File: src/rtl/key_event_decoder.sv
// rtl/key_event_decoder.sv - decodes injected jump words per press window into buffered key events
module key_event_decoder #(
    parameter int          FIFO_DEPTH = 4,
    parameter logic [26:0] ADDR_KEY3  = 27'd90,
    parameter logic [26:0] ADDR_KEY2  = 27'd82,
    parameter logic [26:0] ADDR_KEY1  = 27'd98
) (
    input  logic                          clk_in,
    input  logic                          reset,
    input  logic [31:0]                   insn_key,
    input  logic                          key_pressed_out,
    input  logic                          event_ready,
    output logic                          event_valid,
    output logic [1:0]                    event_code,
    output logic [$clog2(FIFO_DEPTH):0]   fifo_count,
    output logic                          overflow,
    output logic                          bad_window
);

    localparam int AW = $clog2(FIFO_DEPTH);
    localparam int CW = AW + 1;
    localparam logic [CW-1:0] CNT_ONE  = CW'(1);
    localparam logic [CW-1:0] CNT_FULL = CW'(FIFO_DEPTH);

    localparam logic [1:0] ST_IDLE = 2'd0;
    localparam logic [1:0] ST_OPEN = 2'd1;
    localparam logic [1:0] ST_DONE = 2'd2;

    logic [1:0]    state_q, state_d;
    logic          bad_q, bad_d;
    logic          ovf_q, ovf_d;
    logic [1:0]    code_q, code_d;
    logic [CW-1:0] count_q, count_d;
    logic [AW-1:0] rd_ptr_q, wr_ptr_q, rd_ptr_inc;
    logic [1:0]    mem_q [FIFO_DEPTH];

    logic [1:0]    dec_code;
    logic          recognised;
    logic          push, pop, full, push_ok;

    // Map a jump word back to its key code; anything else decodes to 0.
    always_comb begin
        dec_code = 2'd0;
        if (insn_key[31:27] == 5'b00001) begin
            if (insn_key[26:0] == ADDR_KEY3)      dec_code = 2'd3;
            else if (insn_key[26:0] == ADDR_KEY2) dec_code = 2'd2;
            else if (insn_key[26:0] == ADDR_KEY1) dec_code = 2'd1;
        end
    end

    assign recognised = (dec_code != 2'd0);

    // Window tracker: capture the first recognised word of each press, flag empty presses.
    always_comb begin
        state_d = state_q;
        push    = 1'b0;
        bad_d   = 1'b0;
        case (state_q)
            ST_IDLE: begin
                if (key_pressed_out) begin
                    if (recognised) begin
                        push    = 1'b1;
                        state_d = ST_DONE;
                    end else begin
                        state_d = ST_OPEN;
                    end
                end
            end
            ST_OPEN: begin
                if (key_pressed_out && recognised) begin
                    push    = 1'b1;
                    state_d = ST_DONE;
                end else if (!key_pressed_out) begin
                    bad_d   = 1'b1;
                    state_d = ST_IDLE;
                end
            end
            ST_DONE: begin
                if (!key_pressed_out) state_d = ST_IDLE;
            end
            default: state_d = ST_IDLE;
        endcase
    end

    assign full       = (count_q == CNT_FULL);
    assign pop        = event_valid & event_ready;
    assign push_ok    = push & (~full | pop);
    assign rd_ptr_inc = rd_ptr_q + AW'(1);

    // Occupancy, sticky overflow and the registered head code as they stand after this edge.
    always_comb begin
        count_d = count_q;
        ovf_d   = ovf_q;
        code_d  = code_q;
        case ({push_ok, pop})
            2'b10:   count_d = count_q + CNT_ONE;
            2'b01:   count_d = count_q - CNT_ONE;
            default: count_d = count_q;
        endcase
        if (push && full && !pop) ovf_d = 1'b1;
        if (pop) begin
            if (count_q > CNT_ONE) code_d = mem_q[rd_ptr_inc];
            else if (push_ok)      code_d = dec_code;
            else                   code_d = 2'd0;
        end else if (count_q == '0 && push_ok) begin
            code_d = dec_code;
        end
    end

    // Control state; reset wins over any push or pop in the same cycle.
    always_ff @(posedge clk_in) begin
        if (reset) begin
            state_q  <= ST_IDLE;
            bad_q    <= 1'b0;
            ovf_q    <= 1'b0;
            code_q   <= 2'd0;
            count_q  <= '0;
            rd_ptr_q <= '0;
            wr_ptr_q <= '0;
        end else begin
            state_q <= state_d;
            bad_q   <= bad_d;
            ovf_q   <= ovf_d;
            code_q  <= code_d;
            count_q <= count_d;
            if (push_ok) wr_ptr_q <= wr_ptr_q + AW'(1);
            if (pop)     rd_ptr_q <= rd_ptr_inc;
        end
    end

    // Event storage; contents are don't-care outside the occupied range.
    always_ff @(posedge clk_in) begin
        if (!reset && push_ok) mem_q[wr_ptr_q] <= dec_code;
    end

    assign event_valid = (count_q != '0);
    assign event_code  = code_q;
    assign fifo_count  = count_q;
    assign overflow    = ovf_q;
    assign bad_window  = bad_q;

endmodule
File: config.mk
export PLATFORM = sky130hd
export DESIGN_NAME = key_event_decoder
export DESIGN_NICKNAME = d
export VERILOG_FILES = /design/src/rtl/key_event_decoder.sv
export SDC_FILE = /design/constraint.sdc
export NUM_CORES = 1
export LEC_CHECK = 0
export BUFFER_PORTS_ARGS = -buffer_cell sky130_fd_sc_hd__buf_2
export CAP_MARGIN = 15
export CORE_MARGIN = 2
export CORE_UTILIZATION = 30
export CTS_BUF_LIST = sky130_fd_sc_hd__clkbuf_8
export CTS_CLUSTER_SIZE = 16
export DETAILED_ROUTE_END_ITERATION = 6
export PLACE_DENSITY = 0.63
export SKIP_CTS_REPAIR_TIMING = 1
export SLEW_MARGIN = 20
export SYNTH_ARGS = -nofsm -noshare
export SYNTH_HDL_FRONTEND = slang
export SYNTH_SLANG_ARGS = --single-unit
File: constraint.sdc
create_clock -name clk_in -period 2.19 [get_ports clk_in]
set_input_delay 0.438 -clock clk_in [delete_from_list [all_inputs] [get_ports clk_in]]
set_output_delay 0.438 -clock clk_in [all_outputs]
set_load 0.02 [all_outputs]
## After elaboration in Yosys (flattened, before gate mapping)

Memories as Yosys holds them, arrays and structs flattened.
Cells that the tools add are included.

- Register bits after elaboration: 13
- Bits in latches: 0
- Bits in writable memories: 8
- Bits in read-only memories: 0
- Output and inout bits: 8
- Word-level logic and storage cells: 63
- Memories kept: 1

Memories:

| name | depth | width | read ports | clocked after memory_dff | wr ports | RTL line | source |
|---|---|---|---|---|---|---|---|
| mem_q | 4 | 2 | 1 | 0 | 1 | 35 | `logic [1:0] mem_q [FIFO_DEPTH];` |

- $add $sub $neg: 4
- $mul: 0
- Div/mod/pow operators: 0
- Magnitude comparators: 1
- Equal/unequal tests: 10
- Shift-type cells: 0
- Mux-type cells: 21
- Bitwise gates (word level): 5
- Reduce and logical (&&, ||, !) cells: 14

Operators with widths:

| kind | count |
|---|---|
| == test 27 x 7 -> 1 bit (second input constant) | 3 |
| two-way mux 2 bit | 11 |
| two-way mux 1 bit | 7 |
| one-hot mux 2 bit (3 select lines) | 1 |
| one-hot mux 3 bit (2 select lines) | 1 |
| nonzero test 2 bit | 3 |
| == test 5 x 1 -> 1 bit (second input constant) | 1 |
| logical AND 1 bit | 5 |
| adder 2 x 1 -> 2 bit (second input constant) | 2 |
| == test 2 x 1 -> 1 bit (second input constant) | 2 |
| == test 2 bit (second input constant) | 2 |
| adder 3 x 1 -> 3 bit (second input constant) | 1 |
| == test 3 bit (second input constant) | 1 |
| greater-than comparator 3 x 1 -> 1 bit (second input constant) | 1 |
| zero test 3 bit | 1 |
| nonzero test 3 bit | 1 |
| OR reduction 3 bit | 1 |
| subtractor 3 x 1 -> 3 bit (second input constant) | 1 |
| bitwise AND 1 bit | 2 |
| zero test 1 bit | 2 |
| zero test 2 bit | 1 |
| inequality test 2 bit (second input constant) | 1 |
| NOT 1 bit | 2 |
| one-hot mux 1 bit (2 select lines) | 1 |
| OR 1 bit | 1 |

## Longest topological paths before layout

- Depth in word-level cells: 13
- Gate-level depth with buffers: 8

## Worst setup path before layout

Ideal clock, no wire load.

- Path kind: reg-to-reg
- Start: reg count_q[0], in the netlist fifo_count[0]
- End: reg count_q[2], in the netlist fifo_count[2]
- Library setup time: 123 ps
- Data arrival time: 1922 ps
- Data required time: 2067 ps
- Slack: 144 ps
- Cell stages (with the launch flop): 9
- Buffers on the path: 1
- Clock period less this slack: 2046 ps
- Path through: dfxtp_1 inv_1 ha_1 nand2b_1 and2_1 clkbuf_1 nand2_1 mux2i_1 mux2_1

- Word-level cells in the longest chain between the ends: 6
- Elaborated cells between the ends (all ways): 12

Ends and longest elaborated chain:

| item | RTL line | source |
|---|---|---|
| start, declared | 33 | `logic [CW-1:0] count_q, count_d;` |
| start signal, assigned | 125 | `count_q <= count_d;` |
| nonzero test 3 bit * | 136 | `assign event_valid = (count_q != '0);` |
| named net event_valid | 13 | `output logic event_valid,` |
| bitwise AND 1 bit * | 86 | `assign pop = event_valid & event_ready;` |
| OR 1 bit | 87 | `assign push_ok = push & (~full \| pop);` |
| bitwise AND 1 bit | 87 |  |
| == test 2 x 1 -> 1 bit or == test 2 bit (tied branches) | 95 | `case ({push_ok, pop})` |
| one-hot mux 3 bit (2 select lines) or nonzero test 2 bit (tied branches) | n/a |  |

The timed path passes the listed nets; every way through them passes the cells marked *.
A chain may end at the register's enable or synchronous reset.

## Worst setup path in the final report

- Start: reg count_q[0], in the netlist fifo_count[0]
- End: reg count_q[1], in the netlist fifo_count[1]

- Word-level cells in the longest chain between the ends: 6
- Elaborated cells between the ends (all ways): 12

Ends and longest elaborated chain:

| item | RTL line |
|---|---|
| nonzero test 3 bit or == test 3 bit (tied branches) | 136, 85 |
| bitwise AND 1 bit or NOT 1 bit (tied branches) | 86, 87 |
| OR 1 bit | 87 |
| bitwise AND 1 bit | 87 |
| == test 2 x 1 -> 1 bit or == test 2 bit (tied branches) | 95 |
| one-hot mux 3 bit (2 select lines) or nonzero test 2 bit (tied branches) | n/a |

Parallel ways exist; a longest one is shown, timed or not.

==> metrics.txt <==
# TYPE chip_impl_metric gauge
chip_impl_metric{name="skew",unit="ps"} 1.809
chip_impl_metric{name="synth.ff_latch_count",unit=""} 21
chip_impl_metric{name="vias",unit=""} 1042
chip_impl_metric{name="min_period_over_period",unit=""} 0.8865
chip_impl_metric{name="regToRegSetupSlack",unit="ps"} 250
chip_impl_metric{name="grt.total_usage",unit=""} 0.1385
chip_impl_metric{name="grt_pass1_wl",unit="mm"} 4.857
chip_impl_metric{name="cap_violations",unit=""} 0
chip_impl_info{name="yosys.cell_count.top_type",value="dfxtp_1"} 1
chip_impl_metric{name="drive_gt1_frac",unit=""} 0.4085
chip_impl_metric{name="period_needed",unit="ps"} 1941
chip_impl_metric{name="gr_overflow_total",unit=""} 0
chip_impl_metric{name="vias_per_cell",unit=""} 4.869
chip_impl_metric{name="detail_route.drc_violations",unit=""} 0
chip_impl_info{name="holdCritStartpoint",value="key_pressed_out"} 1
chip_impl_metric{name="critPathRequiredTime",unit="ps"} 2330
chip_impl_info{name="rsz0062_at_grt",value="false"} 1
chip_impl_metric{name="detail_route.first_pass.iterations",unit=""} 4
chip_impl_metric{name="die_height",unit="um"} 68.71
chip_impl_metric{name="share_of_the_synthesized_area_in_the_top_cell_type",unit=""} 0.2072
chip_impl_metric{name="die_x",unit="um"} 68.71
chip_impl_info{name="synth_area_leaders",value="dfxtp_1, edfxtp_1, ha_1"} 1
chip_impl_metric{name="gpl.final_weighted_congestion",unit=""} 0.8113
chip_impl_metric{name="max-vdd-ir-drop",unit="mV"} 0.2273
chip_impl_metric{name="grt_start_max_net_pins",unit=""} 13
chip_impl_metric{name="max_slew_margin",unit=""} 0.6851
chip_impl_metric{name="first_global_vias",unit=""} 1109
chip_impl_metric{name="setup_viol_count_final",unit=""} 0
chip_impl_metric{name="fin_setup_tns",unit="ps"} 0
chip_impl_info{name="synth_top_area_cell",value="dfxtp_1"} 1
chip_impl_metric{name="worst_setup_hold_path_clk_slew",unit="ps"} 80
chip_impl_metric{name="number_of_unique_standard_cell_types_used_by_synthesis",unit=""} 40
chip_impl_metric{name="num-fill-cells",unit=""} 408
chip_impl_metric{name="cts_buffer_depth",unit=""} 2
chip_impl_info{name="synth_ff_type",value="dfxtp_1"} 1
chip_impl_metric{name="diodes",unit=""} 0
chip_impl_metric{name="area.growth.synth_to_final",unit="%"} 28.78
chip_impl_info{name="class_of_the_worst_hold_path",value="in2reg"} 1
chip_impl_metric{name="synth_nets",unit=""} 156
chip_impl_info{name="synth_common_cells",value="dfxtp_1, nor2_1, edfxtp_1, ha_1, inv_1"} 1
chip_impl_metric{name="synth_edf_count",unit=""} 8
chip_impl_metric{name="finalPower",unit="mW"} 0.7290
chip_impl_metric{name="htreeDepth",unit=""} 1
chip_impl_info{name="timing_worst_setup_path_type",value="reg2reg"} 1
chip_impl_info{name="crit_path_end_kind",value="flip-flop"} 1
chip_impl_metric{name="numPortBuffers",unit=""} 43
chip_impl_metric{name="design.final.nets",unit=""} 208
chip_impl_metric{name="power.static_leakage",unit="nW"} 0.6690
chip_impl_metric{name="clock-sinks",unit=""} 21
chip_impl_info{name="critPathLaunchType",value="flip-flop"} 1
chip_impl_metric{name="syn_area_per_cell",unit="um^2"} 11.12
chip_impl_metric{name="async_flop_share",unit=""} 0
chip_impl_info{name="whs_endpoint",value="bad_window$_SDFF_PP0_"} 1
chip_impl_metric{name="dieArea",unit="um^2"} 4721
chip_impl_metric{name="row_count",unit=""} 23
chip_impl_info{name="r2r-end",value="fifo_count[1]$_SDFFE_PP0P_"} 1
chip_impl_metric{name="syn-instance-count",unit=""} 113
chip_impl_metric{name="worst-endpoint-arrival",unit="ps"} 2080
chip_impl_info{name="clock_tree.root_cell",value="clkbuf_8"} 1
chip_impl_metric{name="max_slew.worst_pin.slew",unit="ps"} 469.2
chip_impl_metric{name="clock.fmax",unit="MHz"} 515.1
chip_impl_metric{name="worst_hold_slack_across_all_endpoints",unit="ps"} 360.2
chip_impl_metric{name="hold_viol_final",unit=""} 0
chip_impl_metric{name="crit_path_max_fanout",unit=""} 5
chip_impl_metric{name="synthesis.yosys.warnings",unit=""} 0
chip_impl_metric{name="worstHoldPathCells",unit=""} 2
chip_impl_info{name="tritoncts_clock_tree",value="done"} 1
chip_impl_info{name="status",value="complete, no violations"} 1
chip_impl_metric{name="cts_buffers",unit=""} 3
chip_impl_metric{name="synth.cell_area",unit="um^2"} 1256
chip_impl_metric{name="detail_route.wl_per_cell",unit="um"} 13.11
chip_impl_metric{name="initialDrtViolationCount",unit=""} 18
chip_impl_metric{name="grt_antenna_before_repair",unit=""} 0
chip_impl_metric{name="post-dp-hpwl",unit="mm"} 2.303
chip_impl_metric{name="finalWirelength",unit="mm"} 2.805
chip_impl_metric{name="timing_max_transition_violations_final",unit=""} 0
chip_impl_metric{name="worst_path_largest_cell_delay",unit="ps"} 410
chip_impl_metric{name="ys_seq_area_frac",unit=""} 0.3984
chip_impl_info{name="worstPathCellList",value="inv_1 -> ha_1 -> nand2b_1 -> and2_1 -> o31ai_1 -> buf_4 -> a221oi_2 -> a311oi_2"} 1
chip_impl_metric{name="worst_r2r_path_depth",unit=""} 8
chip_impl_info{name="cpMaxStageDelayCell",value="dfxtp_1"} 1
chip_impl_metric{name="clk_latency",unit="ps"} 260
chip_impl_metric{name="core_area",unit="um^2"} 4029
chip_impl_metric{name="initial_utilization",unit=""} 0.3118
chip_impl_metric{name="power_density_over_the_cells",unit="nW/um^2"} 450.6
chip_impl_info{name="rr_startpoint",value="fifo_count[0]$_SDFFE_PP0P_"} 1
chip_impl_metric{name="ant_nets",unit=""} 0
chip_impl_metric{name="pin_count",unit=""} 44
-- worst max path at each step --
stage | startpoint | endpoint | slack, ps | cells after the start
finish | fifo_count[0]$_SDFFE_PP0P_ | fifo_count[1]$_SDFFE_PP0P_ | 250 | 8
floorplan | fifo_count[0]$_SDFFE_PP0P_ | fifo_count[2]$_SDFFE_PP0P_ | 140 | 8
CTS | fifo_count[0]$_SDFFE_PP0P_ | mem_q[3][1]$_DFFE_PP_ | 230 | 5
global placement | insn_key[30] | mem_q[0][0]$_DFFE_PP_ | 120 | 5
global route | fifo_count[0]$_SDFFE_PP0P_ | wr_ptr_q[1]$_SDFFE_PP0P_ | 70 | 7
detailed placement | insn_key[24] | mem_q[3][1]$_DFFE_PP_ | 70 | 5
-- sequential cells by signal, summed over array words and instances, names as in the netlist --
name	count
event_code	2
overflow	1
bad_window	1
rd_ptr_q	2
wr_ptr_q	2
state_q	2
mem_q	8
fifo_count	3
-- cell type report --
type / instances / area (um^2) / share of cell area
tap: 50 / 62.56 / 0.03867
sequential: 21 / 500.5 / 0.3094
clock buffer: 3 / 41.29 / 0.02552
clock inverter: 1 / 5.005 / 0.003094
timing repair buffer: 49 / 260.3 / 0.1609
multi-input combinational: 84 / 725.7 / 0.4486
inverter: 6 / 22.52 / 0.01392
-- report_power, final --
part           internal, mW  total [mW]  switching [mW]
combinational        0.0344      0.0687          0.0343
clock                 0.127       0.257           0.130
sequential            0.403       0.404        0.000497
-- worst max-delay path: cells and delay by family, from the launching register on --
kind	cells	cell delay, ps
buffers and inverters	2	270
adders and majority gates	1	260
AOI/OAI and AO/OA	3	430
and+or+nand+nor	2	460
DFF	1	410
-- cells by family after synthesis --
family | share of synthesized area
AOI/OAI and AO/OA | 0.1016
xor gates and xnor gates | 0.02092
adders and majority gates | 0.06972
buffers and inverters | 0.02391
DFF | 0.3984
muxes | 0.07669
and+or+nand+nor | 0.3088
-- cell usage in the layout, fill, tap and decap left out, types with 5 or more instances in the layout --
cell type,instances
buf_2,43
nand2b_1,5
dfxtp_1,13
buf_4,6
nand2_1,5
ha_1,7
inv_1,6
nor2_1,11
and3_1,5
edfxtp_1,8
-- stage by stage --
| step | worst slack, ps | utilization | instances | cell area, um^2 |
|---|---|---|---|---|
| after floorplan | 144.5 | - | 113 | 1256 |
| after global placement | 117.7 | 0.3901 | 210 | 1572 |
| after detailed placement | 74.00 | 0.3901 | 210 | 1572 |
| after CTS | 229.1 | 0.4016 | 214 | 1618 |
| after global routing | 68.94 | 0.4016 | 214 | 1618 |
| final | 248.6 | 0.4016 | 214 | 1618 |
-- metal layers --
layer	track usage	vias up	wire, um
met2	0.2584	18	1482
met3	0.02597	6	113
met5	0	-	0
li1	-	524	-
met1	0.1557	494	1163
met4	0.04902	0	45
Note: power is estimated with default switching activity, not from simulation.
